File: src/rtl/adc_channel_scanner.sv
// Conversion sequencer for an LTC2308 behind AdcReceiver. It paces requests, steps round-robin over
// the enabled channels, lines each result up with its channel despite the ADC config pipeline, and averages.
module adc_channel_scanner #(
   parameter int NUM_CH        = 8,
   parameter int SAMPLE_PERIOD = 2500,
   parameter int AVG_LOG2      = 2,
   parameter bit UNIPOLAR      = 1'b1
) (
   input  logic        i_clk,
   input  logic        i_rst_n,
   input  logic        i_enable,
   input  logic [7:0]  i_ch_mask,
   output logic        o_request_conversion,
   output logic [5:0]  o_tx_bits,
   input  logic        i_rx_dv,
   input  logic [11:0] i_rx_data,
   input  logic        i_conv_in_process,
   output logic        o_sample_valid,
   output logic [2:0]  o_sample_ch,
   output logic [11:0] o_sample_data,
   output logic        o_overrun
);

   localparam int TIMER_W = $clog2(SAMPLE_PERIOD + 1);
   localparam int ACC_W   = 12 + AVG_LOG2;
   localparam int CNT_W   = AVG_LOG2 + 1;
   localparam logic [7:0] VALID_CH = 8'((9'd1 << NUM_CH) - 9'd1);
   localparam logic [CNT_W-1:0] LAST_CNT = CNT_W'((1 << AVG_LOG2) - 1);

   typedef enum logic [1:0] {IDLE, WAIT_TICK, REQUEST, WAIT_DONE} state_t;

   state_t               state;
   state_t               state_next;
   logic [TIMER_W-1:0]   timer;
   logic                 tick;
   logic [7:0]           eff_mask;
   logic [2:0]           cur_ch;
   logic [2:0]           last_req_ch;
   logic [2:0]           prev_ch;
   logic [2:0]           next_ch;
   logic [2:0]           first_ch;
   logic [2:0]           req_ch;
   logic [2:0]           scan_idx;
   logic                 primed;
   logic                 rx_dv_q;
   logic                 dv_rise;
   logic [11:0]          sample;
   logic [ACC_W-1:0]     acc_sum;
   logic [ACC_W-1:0]     acc [0:NUM_CH-1];
   logic [CNT_W-1:0]     cnt [0:NUM_CH-1];

   function automatic logic [5:0] cfg_word(input logic [2:0] ch);
      return {1'b0, UNIPOLAR, ch[1], ch[2], ch[0], 1'b1};
   endfunction

   assign eff_mask = i_ch_mask & VALID_CH;
   assign dv_rise  = i_rx_dv & ~rx_dv_q;
   assign tick     = i_enable && (timer == TIMER_W'(SAMPLE_PERIOD - 1));
   assign acc_sum  = acc[prev_ch] + ACC_W'(sample);
   assign req_ch   = eff_mask[cur_ch] ? cur_ch : next_ch;

   always_comb begin
      for (int i = 0; i < 12; i++) begin
         sample[i] = i_rx_data[11 - i];
      end
   end

   // Sample-rate timer runs free while enabled so the request rate does not depend on FSM state.
   always_ff @(posedge i_clk or negedge i_rst_n) begin
      if (!i_rst_n) begin
         timer <= '0;
      end else if (!i_enable || tick) begin
         timer <= '0;
      end else begin
         timer <= timer + 1'b1;
      end
   end

   always_comb begin
      next_ch  = cur_ch;
      scan_idx = cur_ch;
      for (int k = NUM_CH; k >= 1; k--) begin
         scan_idx = 3'((int'(cur_ch) + k) % NUM_CH);
         if (eff_mask[scan_idx]) begin
            next_ch = scan_idx;
         end
      end
   end

   always_comb begin
      first_ch = '0;
      for (int i = NUM_CH - 1; i >= 0; i--) begin
         if (eff_mask[3'(i)]) begin
            first_ch = 3'(i);
         end
      end
   end

   always_ff @(posedge i_clk or negedge i_rst_n) begin
      if (!i_rst_n) begin
         state <= IDLE;
      end else begin
         state <= state_next;
      end
   end

   always_comb begin
      state_next = state;
      case (state)
         IDLE: begin
            if (i_enable) begin
               state_next = WAIT_TICK;
            end
         end
         WAIT_TICK: begin
            if (!i_enable) begin
               state_next = IDLE;
            end else if (tick && (eff_mask != 8'h00) && !i_conv_in_process) begin
               state_next = REQUEST;
            end
         end
         REQUEST: begin
            state_next = WAIT_DONE;
         end
         WAIT_DONE: begin
            if (dv_rise) begin
               state_next = i_enable ? WAIT_TICK : IDLE;
            end
         end
         default: begin
            state_next = IDLE;
         end
      endcase
   end

   always_comb begin
      o_request_conversion = (state == REQUEST);
   end

   // The result seen after request N carries the config of request N-1, hence prev_ch.
   always_ff @(posedge i_clk or negedge i_rst_n) begin
      if (!i_rst_n) begin
         cur_ch         <= '0;
         last_req_ch    <= '0;
         prev_ch        <= '0;
         primed         <= 1'b0;
         rx_dv_q        <= 1'b0;
         o_tx_bits      <= '0;
         o_sample_valid <= 1'b0;
         o_sample_ch    <= '0;
         o_sample_data  <= '0;
         o_overrun      <= 1'b0;
         for (int i = 0; i < NUM_CH; i++) begin
            acc[i] <= '0;
            cnt[i] <= '0;
         end
      end else begin
         rx_dv_q        <= i_rx_dv;
         o_sample_valid <= 1'b0;
         if (tick && ((state == REQUEST) || (state == WAIT_DONE))) begin
            o_overrun <= 1'b1;
         end
         case (state)
            IDLE: begin
               primed <= 1'b0;
               for (int i = 0; i < NUM_CH; i++) begin
                  acc[i] <= '0;
                  cnt[i] <= '0;
               end
               if (i_enable) begin
                  cur_ch <= first_ch;
               end
            end
            WAIT_TICK: begin
               if (state_next == REQUEST) begin
                  cur_ch    <= req_ch;
                  o_tx_bits <= cfg_word(req_ch);
               end
            end
            REQUEST: begin
               prev_ch     <= last_req_ch;
               last_req_ch <= cur_ch;
            end
            WAIT_DONE: begin
               if (dv_rise) begin
                  cur_ch <= next_ch;
                  if (!primed) begin
                     primed <= 1'b1;
                  end else if (cnt[prev_ch] == LAST_CNT) begin
                     o_sample_valid <= 1'b1;
                     o_sample_ch    <= prev_ch;
                     o_sample_data  <= 12'(acc_sum >> AVG_LOG2);
                     acc[prev_ch]   <= '0;
                     cnt[prev_ch]   <= '0;
                  end else begin
                     acc[prev_ch] <= acc_sum;
                     cnt[prev_ch] <= cnt[prev_ch] + 1'b1;
                  end
               end
            end
            default: begin
               primed <= 1'b0;
            end
         endcase
      end
   end

endmodule
File: config.mk
export PLATFORM = sky130hd
export DESIGN_NAME = adc_channel_scanner
export DESIGN_NICKNAME = d
export VERILOG_FILES = /design/src/rtl/adc_channel_scanner.sv
export SDC_FILE = /design/constraint.sdc
export NUM_CORES = 1
export LEC_CHECK = 0
export CORE_AREA = 2 2 145 147
export CTS_BUF_LIST = sky130_fd_sc_hd__clkbuf_16
export DETAILED_ROUTE_END_ITERATION = 10
export DIE_AREA = 0 0 147 149
export PLACE_DENSITY = 0.67
export SYNTH_ARGS = -nofsm -noshare
export SYNTH_HDL_FRONTEND = slang
export SYNTH_SLANG_ARGS = --single-unit
File: constraint.sdc
create_clock -name i_clk -period 4.4 [get_ports i_clk]
set_input_delay 0.88 -clock i_clk [delete_from_list [all_inputs] [get_ports i_clk]]
set_output_delay 0.88 -clock i_clk [all_outputs]
set_load 0.05 [all_outputs]
==> impl_table.tex, run 1 <==
\begin{tabular}{lr}
\hline
Metric & Value \\
\hline
\multicolumn{2}{l}{\textbf{Status}} \\
Status & completed \\
\multicolumn{2}{l}{\textbf{Die}} \\
Core footprint & 20600 sq um \\
Starting utilization of the core area & 0.436 \\
Area of the die & 21900 sq um \\
Height of the chip & 149 microns \\
Total number of placement rows & 53 \\
Top-level I/O count & 49 \\
Width of the chip & 147 microns \\
\multicolumn{2}{l}{\textbf{STA}} \\
Actual slew at the worst max-slew pin & 1100 ps \\
Max-slew violation total from the final report & 0 \\
Setup repair after global routing missed its margin & no \\
Total count of hold-check failures in the final report & 0 \\
Number of endpoints failing setup at the final stage & 0 \\
Final-layout worst hold slack & 483 ps \\
Crit path setup slack, layout & 411 ps \\
Setup skew after layout & 14.2 ps \\
Sum of negative setup slack & 0 ps \\
Maximum clock rate & 0.251 GHz \\
Time the final worst path needs with I/O delays and setup & 3990 ps \\
Final critical-path share of the clock period & 0.907 \\
Relative max-transition margin & 0.262 \\
\multicolumn{2}{l}{\textbf{Drt}} \\
DRC errors left & 0 \\
Sum of routed wire length over all layers & 25.7 mm \\
Number of nets still failing antenna checks after routing & 0 \\
1st-pass router iterations & 5 \\
Vias per inst & 6.09 \\
Violation count after the first detailed-routing iteration & 632 \\
Detailed-route wire length per cell & 21.9 microns \\
Total via count after detailed routing & 7142 \\
\multicolumn{2}{l}{\textbf{Yosys}} \\
Cell accounting for the most synthesized area & dfrtp\_1 \\
Area share of the largest cell type after synthesis & 0.508 \\
Total of flip-flops plus latches after synthesis & 182 \\
Most used flip-flop cell after synthesis & dfrtp\_1 \\
Syn Area/Cell & 10.7 sq um \\
Synthesized net count & 884 \\
Number of enable-type register cells in the synthesized netlist & 0 \\
Top cells by area, synth & dfrtp\_1 51\%, a22o\_1 9.6\%, a22oi\_1 4.8\% \\
Sequential area share after synthesis & 0.508 \\
Mapped Area & 8960 sq um \\
Cell variety after synth & 72 \\
Cell with the most instances after synthesis & dfrtp\_1 \\
Top cells by instance count after synthesis & 182 x dfrtp\_1, 98 x a22o\_1, 90 x nand2\_1, 57 x a22oi\_1, 51 x nor2\_1 \\
Share of synthesized registers carrying an async set or reset & 1.00 \\
YS warnings & 0 \\
Gate count after technology mapping & 841 \\
\multicolumn{2}{l}{\textbf{Final layout}} \\
Multi-input gate area & 4120 sq um \\
Fill cells & 1871 \\
Sequential cell area in the final layout & 4550 sq um \\
Diode insertion count for antenna repair & 0 \\
Net count, final & 927 \\
Share of layout cells above drive strength 1 & 0.106 \\
P\&R area growth vs syn & 15.3\% \\
\multicolumn{2}{l}{\textbf{Clocking}} \\
Number of gates given a new drive strength after cts & 0 \\
Worst-case clock buffer depth & 2 \\
\# hold bufs at CTS & 0 \\
\# clock sinks & 182 \\
Number of setup buffers added after CTS & 0 \\
Source-to-sink clock delay at the later pin of the worst-skew pair & 440 ps \\
TritonCTS Buffers & 17 \\
H-tree levels & 4 \\
Root buffer selected by CTS & clkbuf\_16 \\
Clock slew seen by the registers of the worst setup and hold paths & 60 ps \\
TritonCTS clock tree & built \\
\multicolumn{2}{l}{\textbf{Power}} \\
Portion of total power attributed to combinational logic & 0.247 \\
Internal power contribution & 2.92 mW \\
Net Sw Frac & 0.310 \\
Worst IR Drop VDD & 0.353 mV \\
Reported leakage power & 4.68 nW \\
Sequential fraction of design power & 0.406 \\
Clock share of power & 0.347 \\
Total power density per cell area & 410 nW/um\^{}2 \\
Switch Pwr & 1.31 mW \\
\multicolumn{2}{l}{\textbf{Global route}} \\
Vias in the first global route & 7121 \\
Remaining Overflow, GRT & 0 \\
Wire length of the first global-routing pass & 41.0 mm \\
Overall global routing resource usage & 0.243 \\
Antenna violations before repair & 0 \\
Pin count of the biggest net entering global routing & 99 \\
\multicolumn{2}{l}{\textbf{Critical path}} \\
Critical Path Fanout Max & 15 \\
Critical path arrival & 4310 ps \\
Worst path required time & 4720 ps \\
Kind of critical path & reg2reg \\
Kind of end point of the critical path & flip-flop \\
Kind of start point of the critical path & flip-flop \\
\multicolumn{2}{l}{\textbf{Placed design}} \\
Port Buf Inserts & 47 \\
Final HPWL DP & 17.5 mm \\
Setup Slack @ Placement & 569 ps \\
Routability cong. & 0.909 \\
\multicolumn{2}{l}{\textbf{Job}} \\
Count of maximum capacitance violations & 0 \\
\multicolumn{2}{l}{\textbf{Worst hold path}} \\
Hold Path Class & reg2reg \\
\hline
\end{tabular}
[flip-flops by register name, indices dropped and copies added, names as in the netlist]
signal and count:
cur_ch 3, o_sample_data 12, o_tx_bits 4, timer 12
primed 1, acc 112, rx_dv_q 1, cnt 24
o_sample_ch 3, o_overrun 1, o_sample_valid 1, prev_ch 3
state 2, last_req_ch 3
[logic make-up after synthesis]
logic type,share of synthesized area
AOI/OAI and AO/OA,0.237
xor gates and xnor gates,0.0223
adders and majority gates,0.0260
buffers and inverters,0.0325
DFF,0.508
muxes,0.0489
other,0.000418
and+or+nand+nor,0.124
[layer usage]
| layer | global-route usage | vias up | routed length (microns) |
|---|---|---|---|
| met5 | 0 | - | 0 |
| met4 | 0.0957 | 0 | 760 |
| met3 | 0.0508 | 54 | 1920 |
| met2 | 0.368 | 308 | 11700 |
| met1 | 0.345 | 3538 | 11300 |
| li1 | - | 3242 | - |
[critical path, cell delays in order, from the launching register on]
cell	delay, ps
dfrtp_1	580
nor3b_2	440
buf_4	250
a22oi_1	70
and4_1	250
inv_1	60
ha_1	230
a211oi_1	340
nor3_1	170
o311ai_1	460
a31oi_1	220
o21bai_1	270
xnor2_2	190
mux2_2	320
[per-stage QoR]
stage / total power [mW] / utilization / std cells / area (sq um)
finish: 4.23 / 0.503 / 1172 / 10300
global route: 4.42 / 0.503 / 1172 / 10300
CTS: 4.24 / 0.503 / 1172 / 10300
detailed placement: 2.78 / 0.476 / 1140 / 9780
global placement: 2.77 / 0.476 / 1140 / 9780
floorplan: 2.55 / - / 841 / 8960
[power by group through the flow]
stage          Combinational, mW  Sequential [mW]  Clock (mW)
2_1_floorplan              0.821             1.73           0
3_3_place_gp                1.02             1.75           0
3_5_place_dp                1.03             1.75           0
4_1_cts                     1.03             1.72        1.49
5_1_grt                     1.13             1.72        1.57
6_report                    1.04             1.72        1.47
[layout by cell type, fill, tap and decap left out, types with 11 or more instances in the layout]
| cell | instances |
|---|---|
| dfrtp_1 | 182 |
| a22o_1 | 98 |
| nand2_1 | 90 |
| a22oi_1 | 57 |
| nor2_1 | 51 |
| clkdlybuf4s50_1 | 46 |
| o21ai_0 | 41 |
| buf_4 | 28 |
| ha_1 | 17 |
| clkbuf_16 | 17 |
| inv_1 | 16 |
| a21oi_1 | 16 |
| nand4_1 | 15 |
| o22ai_1 | 15 |
| nand3_1 | 12 |
| xnor2_1 | 11 |
| mux2_2 | 11 |
| o21ai_1 | 11 |
[final cells by class]
| cell class | count | share of cell area |
|---|---|---|
| flip-flops and latches | 182 | 0.441 |
| multi-input cells | 590 | 0.399 |
| repair buffers | 76 | 0.0679 |
| clock buffers | 17 | 0.0412 |
| well taps | 275 | 0.0333 |
| clock inverters | 15 | 0.0121 |
| inverters | 17 | 0.00617 |
[path summary, 6_finish.rpt]
kind,start,endpoint,slack (ps),depth (start not counted)
min,o_sample_data[7]$_DFFE_PN0P_,o_sample_data[7]$_DFFE_PN0P_,480,2
max in group asynchronous,i_rst_n,o_sample_data[11]$_DFFE_PN0P_,2930,2
max,prev_ch[2]$_DFFE_PN0P_,o_sample_data[11]$_DFFE_PN0P_,410,13
max reg2reg,prev_ch[2]$_DFFE_PN0P_,o_sample_data[11]$_DFFE_PN0P_,410,13
min in group asynchronous,i_rst_n,acc[75]$_DFFE_PN0P_,490,1
min reg2reg,o_sample_data[7]$_DFFE_PN0P_,o_sample_data[7]$_DFFE_PN0P_,480,2
(Power assumes the default switching activity.)
==> run 2, diff against run 1 <==
--- a/config.mk
+++ b/config.mk
@@ -5,10 +5,12 @@
 export SDC_FILE = /design/constraint.sdc
 export NUM_CORES = 1
 export LEC_CHECK = 0
+export ABC_CLOCK_PERIOD_IN_PS = 4400
 export CORE_AREA = 2 2 145 147
 export CTS_BUF_LIST = sky130_fd_sc_hd__clkbuf_16
 export DETAILED_ROUTE_END_ITERATION = 10
 export DIE_AREA = 0 0 147 149
+export GPL_TIMING_DRIVEN = 0
 export PLACE_DENSITY = 0.67
 export SYNTH_ARGS = -nofsm -noshare
 export SYNTH_HDL_FRONTEND = slang
==> impl_table.tex, run 2 (synthesis gave the netlist of run 1 again) <==
\begin{tabular}{lr}
\hline
Metric & Value \\
\hline
\multicolumn{2}{l}{\textbf{Clocking}} \\
Clock slew seen by the registers of the worst setup and hold paths & 70 ps (about the same) \\
Worst-case clock buffer depth & 2 (unchanged) \\
Source-to-sink clock delay at the later pin of the worst-skew pair & 440 ps (about the same) \\
\# hold bufs at CTS & 0 (unchanged) \\
\# clock sinks & 182 (unchanged) \\
TritonCTS Buffers & 17 (unchanged) \\
Root buffer selected by CTS & clkbuf\_16 \\
H-tree levels & 4 (unchanged) \\
TritonCTS clock tree & built \\
\multicolumn{2}{l}{\textbf{STA}} \\
Total count of hold-check failures in the final report & 0 (unchanged) \\
Final-layout worst hold slack & 475 ps (-7.88 ps) \\
Maximum clock rate & 0.231 GHz (-7.7\%) \\
Setup repair after global routing missed its margin & no \\
Sum of negative setup slack & 0 ps (unchanged) \\
Actual slew at the worst max-slew pin & 988 ps (-112 ps) \\
Time the final worst path needs with I/O delays and setup & 4320 ps (+334 ps) \\
Crit path setup slack, layout & 76.8 ps (-334 ps) \\
Number of endpoints failing setup at the final stage & 0 (unchanged) \\
Relative max-transition margin & 0.337 (+0.0749) \\
Final critical-path share of the clock period & 0.983 (+0.0759) \\
Setup skew after layout & 12.2 ps (-1.99 ps) \\
Max-slew violation total from the final report & 0 (unchanged) \\
\multicolumn{2}{l}{\textbf{Placed design}} \\
Port Buf Inserts & 47 (unchanged) \\
Routability cong. & 0.905 (-0.40\%) \\
Setup Slack @ Placement & -919 ps (-1490 ps) \\
Placed Cells incl. Taps & 1165 (+2.2\%) \\
Final HPWL DP & 17.8 mm (+1.8\%) \\
\multicolumn{2}{l}{\textbf{Job}} \\
Count of maximum capacitance violations & 0 (unchanged) \\
\multicolumn{2}{l}{\textbf{Die}} \\
Total number of placement rows & 53 (unchanged) \\
Width of the chip & 147 microns (unchanged) \\
Area of the die & 21900 sq um (unchanged) \\
Starting utilization of the core area & 0.436 (unchanged) \\
Height of the chip & 149 microns (unchanged) \\
Core footprint & 20600 sq um (unchanged) \\
Top-level I/O count & 49 (unchanged) \\
\multicolumn{2}{l}{\textbf{Global route}} \\
Remaining Overflow, GRT & 0 (unchanged) \\
Antenna violations before repair & 0 (unchanged) \\
Vias in the first global route & 7161 (+0.56\%) \\
Pin count of the biggest net entering global routing & 104 (+5.1\%) \\
Wire length of the first global-routing pass & 41.4 mm (+0.93\%) \\
Overall global routing resource usage & 0.249 (+0.00661) \\
\multicolumn{2}{l}{\textbf{Status}} \\
Status & completed \\
\multicolumn{2}{l}{\textbf{Final layout}} \\
Leading cell type in the layout, fill and taps excluded & dfrtp\_1 \\
Diode insertion count for antenna repair & 0 (unchanged) \\
Net count, final & 948 (+2.3\%) \\
Registers with the most flip-flops & acc x112, cnt x24 \\
Top reg by flops & acc \\
Count of placed standard cells in the final layout, fillers left out & 1192 (+1.7\%) \\
Max reg flops & 112 (unchanged) \\
P\&R area growth vs syn & 16.9\% \\
Most frequent cells in the layout & 182 x dfrtp\_1, 98 x a22o\_1, 90 x nand2\_1 \\
Fill cells & 1862 (-0.48\%) \\
Share of layout cells above drive strength 1 & 0.110 (+0.00423) \\
\multicolumn{2}{l}{\textbf{Drt}} \\
Detailed-route wire length per cell & 22.3 microns (+1.7\%) \\
Total via count after detailed routing & 7326 (+2.6\%) \\
Vias per inst & 6.15 (+0.86\%) \\
Sum of routed wire length over all layers & 26.5 mm (+3.4\%) \\
Violation count after the first detailed-routing iteration & 731 (+16\%) \\
DRC errors left & 0 (unchanged) \\
Number of nets still failing antenna checks after routing & 0 (unchanged) \\
1st-pass router iterations & 5 (unchanged) \\
\multicolumn{2}{l}{\textbf{Power}} \\
Reported leakage power & 4.69 nW (+0.30\%) \\
Worst IR Drop VDD & 0.445 mV (+26\%) \\
Total power density per cell area & 409 nW/um\^{}2 (-0.15\%) \\
\multicolumn{2}{l}{\textbf{Critical path}} \\
Setup crit start & prev\_ch[1]\$\_DFFE\_PN0P\_ \\
Kind of end point of the critical path & flip-flop \\
Worst path required time & 4720 ps (about the same) \\
Critical path arrival & 4640 ps (+330 ps) \\
Kind of critical path & reg2reg \\
Critical Path Fanout Max & 10 (-5) \\
Kind of start point of the critical path & flip-flop \\
Worst reg2reg startpoint & prev\_ch[1]\$\_DFFE\_PN0P\_ \\
\multicolumn{2}{l}{\textbf{Worst hold path}} \\
Hold Path Class & in2async \\
\hline
\end{tabular}
run 2: changes by cell type in the layout (fill, tap and decap cells not counted), sizes merged:
| cell | previous run | this run |
|---|---|---|
| clkbuf | 17 | 47 |
| buf | 30 | 21 |
| clkinv | 10 | 5 |
| clkinvlp | 0 | 4 |
| bufinv | 1 | 2 |
| inv | 21 | 20 |
run 2: worst max-delay path: stages, from the launching register on:
cell and delay, ps:
dfrtp_1 370, buf_2 150, clkbuf_4 210, nor3_4 220, buf_6 210, clkbuf_8 230, a22oi_1 110, nand4_1 220
ha_2 270, inv_1 70, fa_1 450, nor2b_1 180, o31a_1 200, o211ai_1 150, a21oi_2 210, nor3_1 110
or3_1 400, buf_2 200, a32o_1 240
run 2: path summary, 6_finish.rpt:
kind,slack [ps],cells after the start,end
hold / removal,480,1,o_sample_valid$_DFF_PN0_
max in group asynchronous,3030,2,cur_ch[0]$_DFFE_PN0P_
setup / recovery,80,18,acc[82]$_DFFE_PN0P_
setup reg to reg,80,18,acc[82]$_DFFE_PN0P_
hold reg to reg,480,2,o_sample_ch[0]$_DFFE_PN0P_
min in group i_clk,480,2,o_sample_ch[0]$_DFFE_PN0P_
run 2: metrics by stage:
stage | cell area [sq um] | util | power [mW]
after CTS | 10500 | 0.509 | 4.28
after global routing | 10500 | 0.509 | 4.45
after global placement | 9780 | 0.476 | 2.78
after detailed placement | 9820 | 0.478 | 2.81
final | 10500 | 0.509 | 4.28
after floorplan | 8960 | - | 2.55
run 2: what timing repair did:
| action | 4_1_cts | 5_1_grt |
|---|---|---|
| setup buffers | 3 | 0 |
| pin swaps | 3 | 0 |
| resized for setup | 29 | 8 |
| setup endpoints to repair | 136 | 25 |
| gates cloned | 0 | 0 |
run 2: cell type report:
cell class	count	area, sq um	area share
buffer	45	230	0.0220
tap	275	344	0.0329
inverter	17	63.8	0.00609
clock inverter	14	136	0.0130
sequential	182	4550	0.435
clock buffer	17	425	0.0406
multi-input combinational	590	4180	0.399
timing repair buffer	52	537	0.0513
run 2: power breakdown:
part | leakage, nW | switching [mW] | internal (mW) | total (mW)
logic | 1.90 | 0.629 | 0.461 | 1.09
clock network | 0.269 | 0.667 | 0.827 | 1.49
registers | 2.53 | 0.00900 | 1.69 | 1.70
run 2: per-layer routing:
layer | track usage | part of all wire
met1 | 0.347 | 0.44
met3 | 0.0609 | 0.086
met4 | 0.109 | 0.037
met2 | 0.374 | 0.44
met5 | 0 | 0
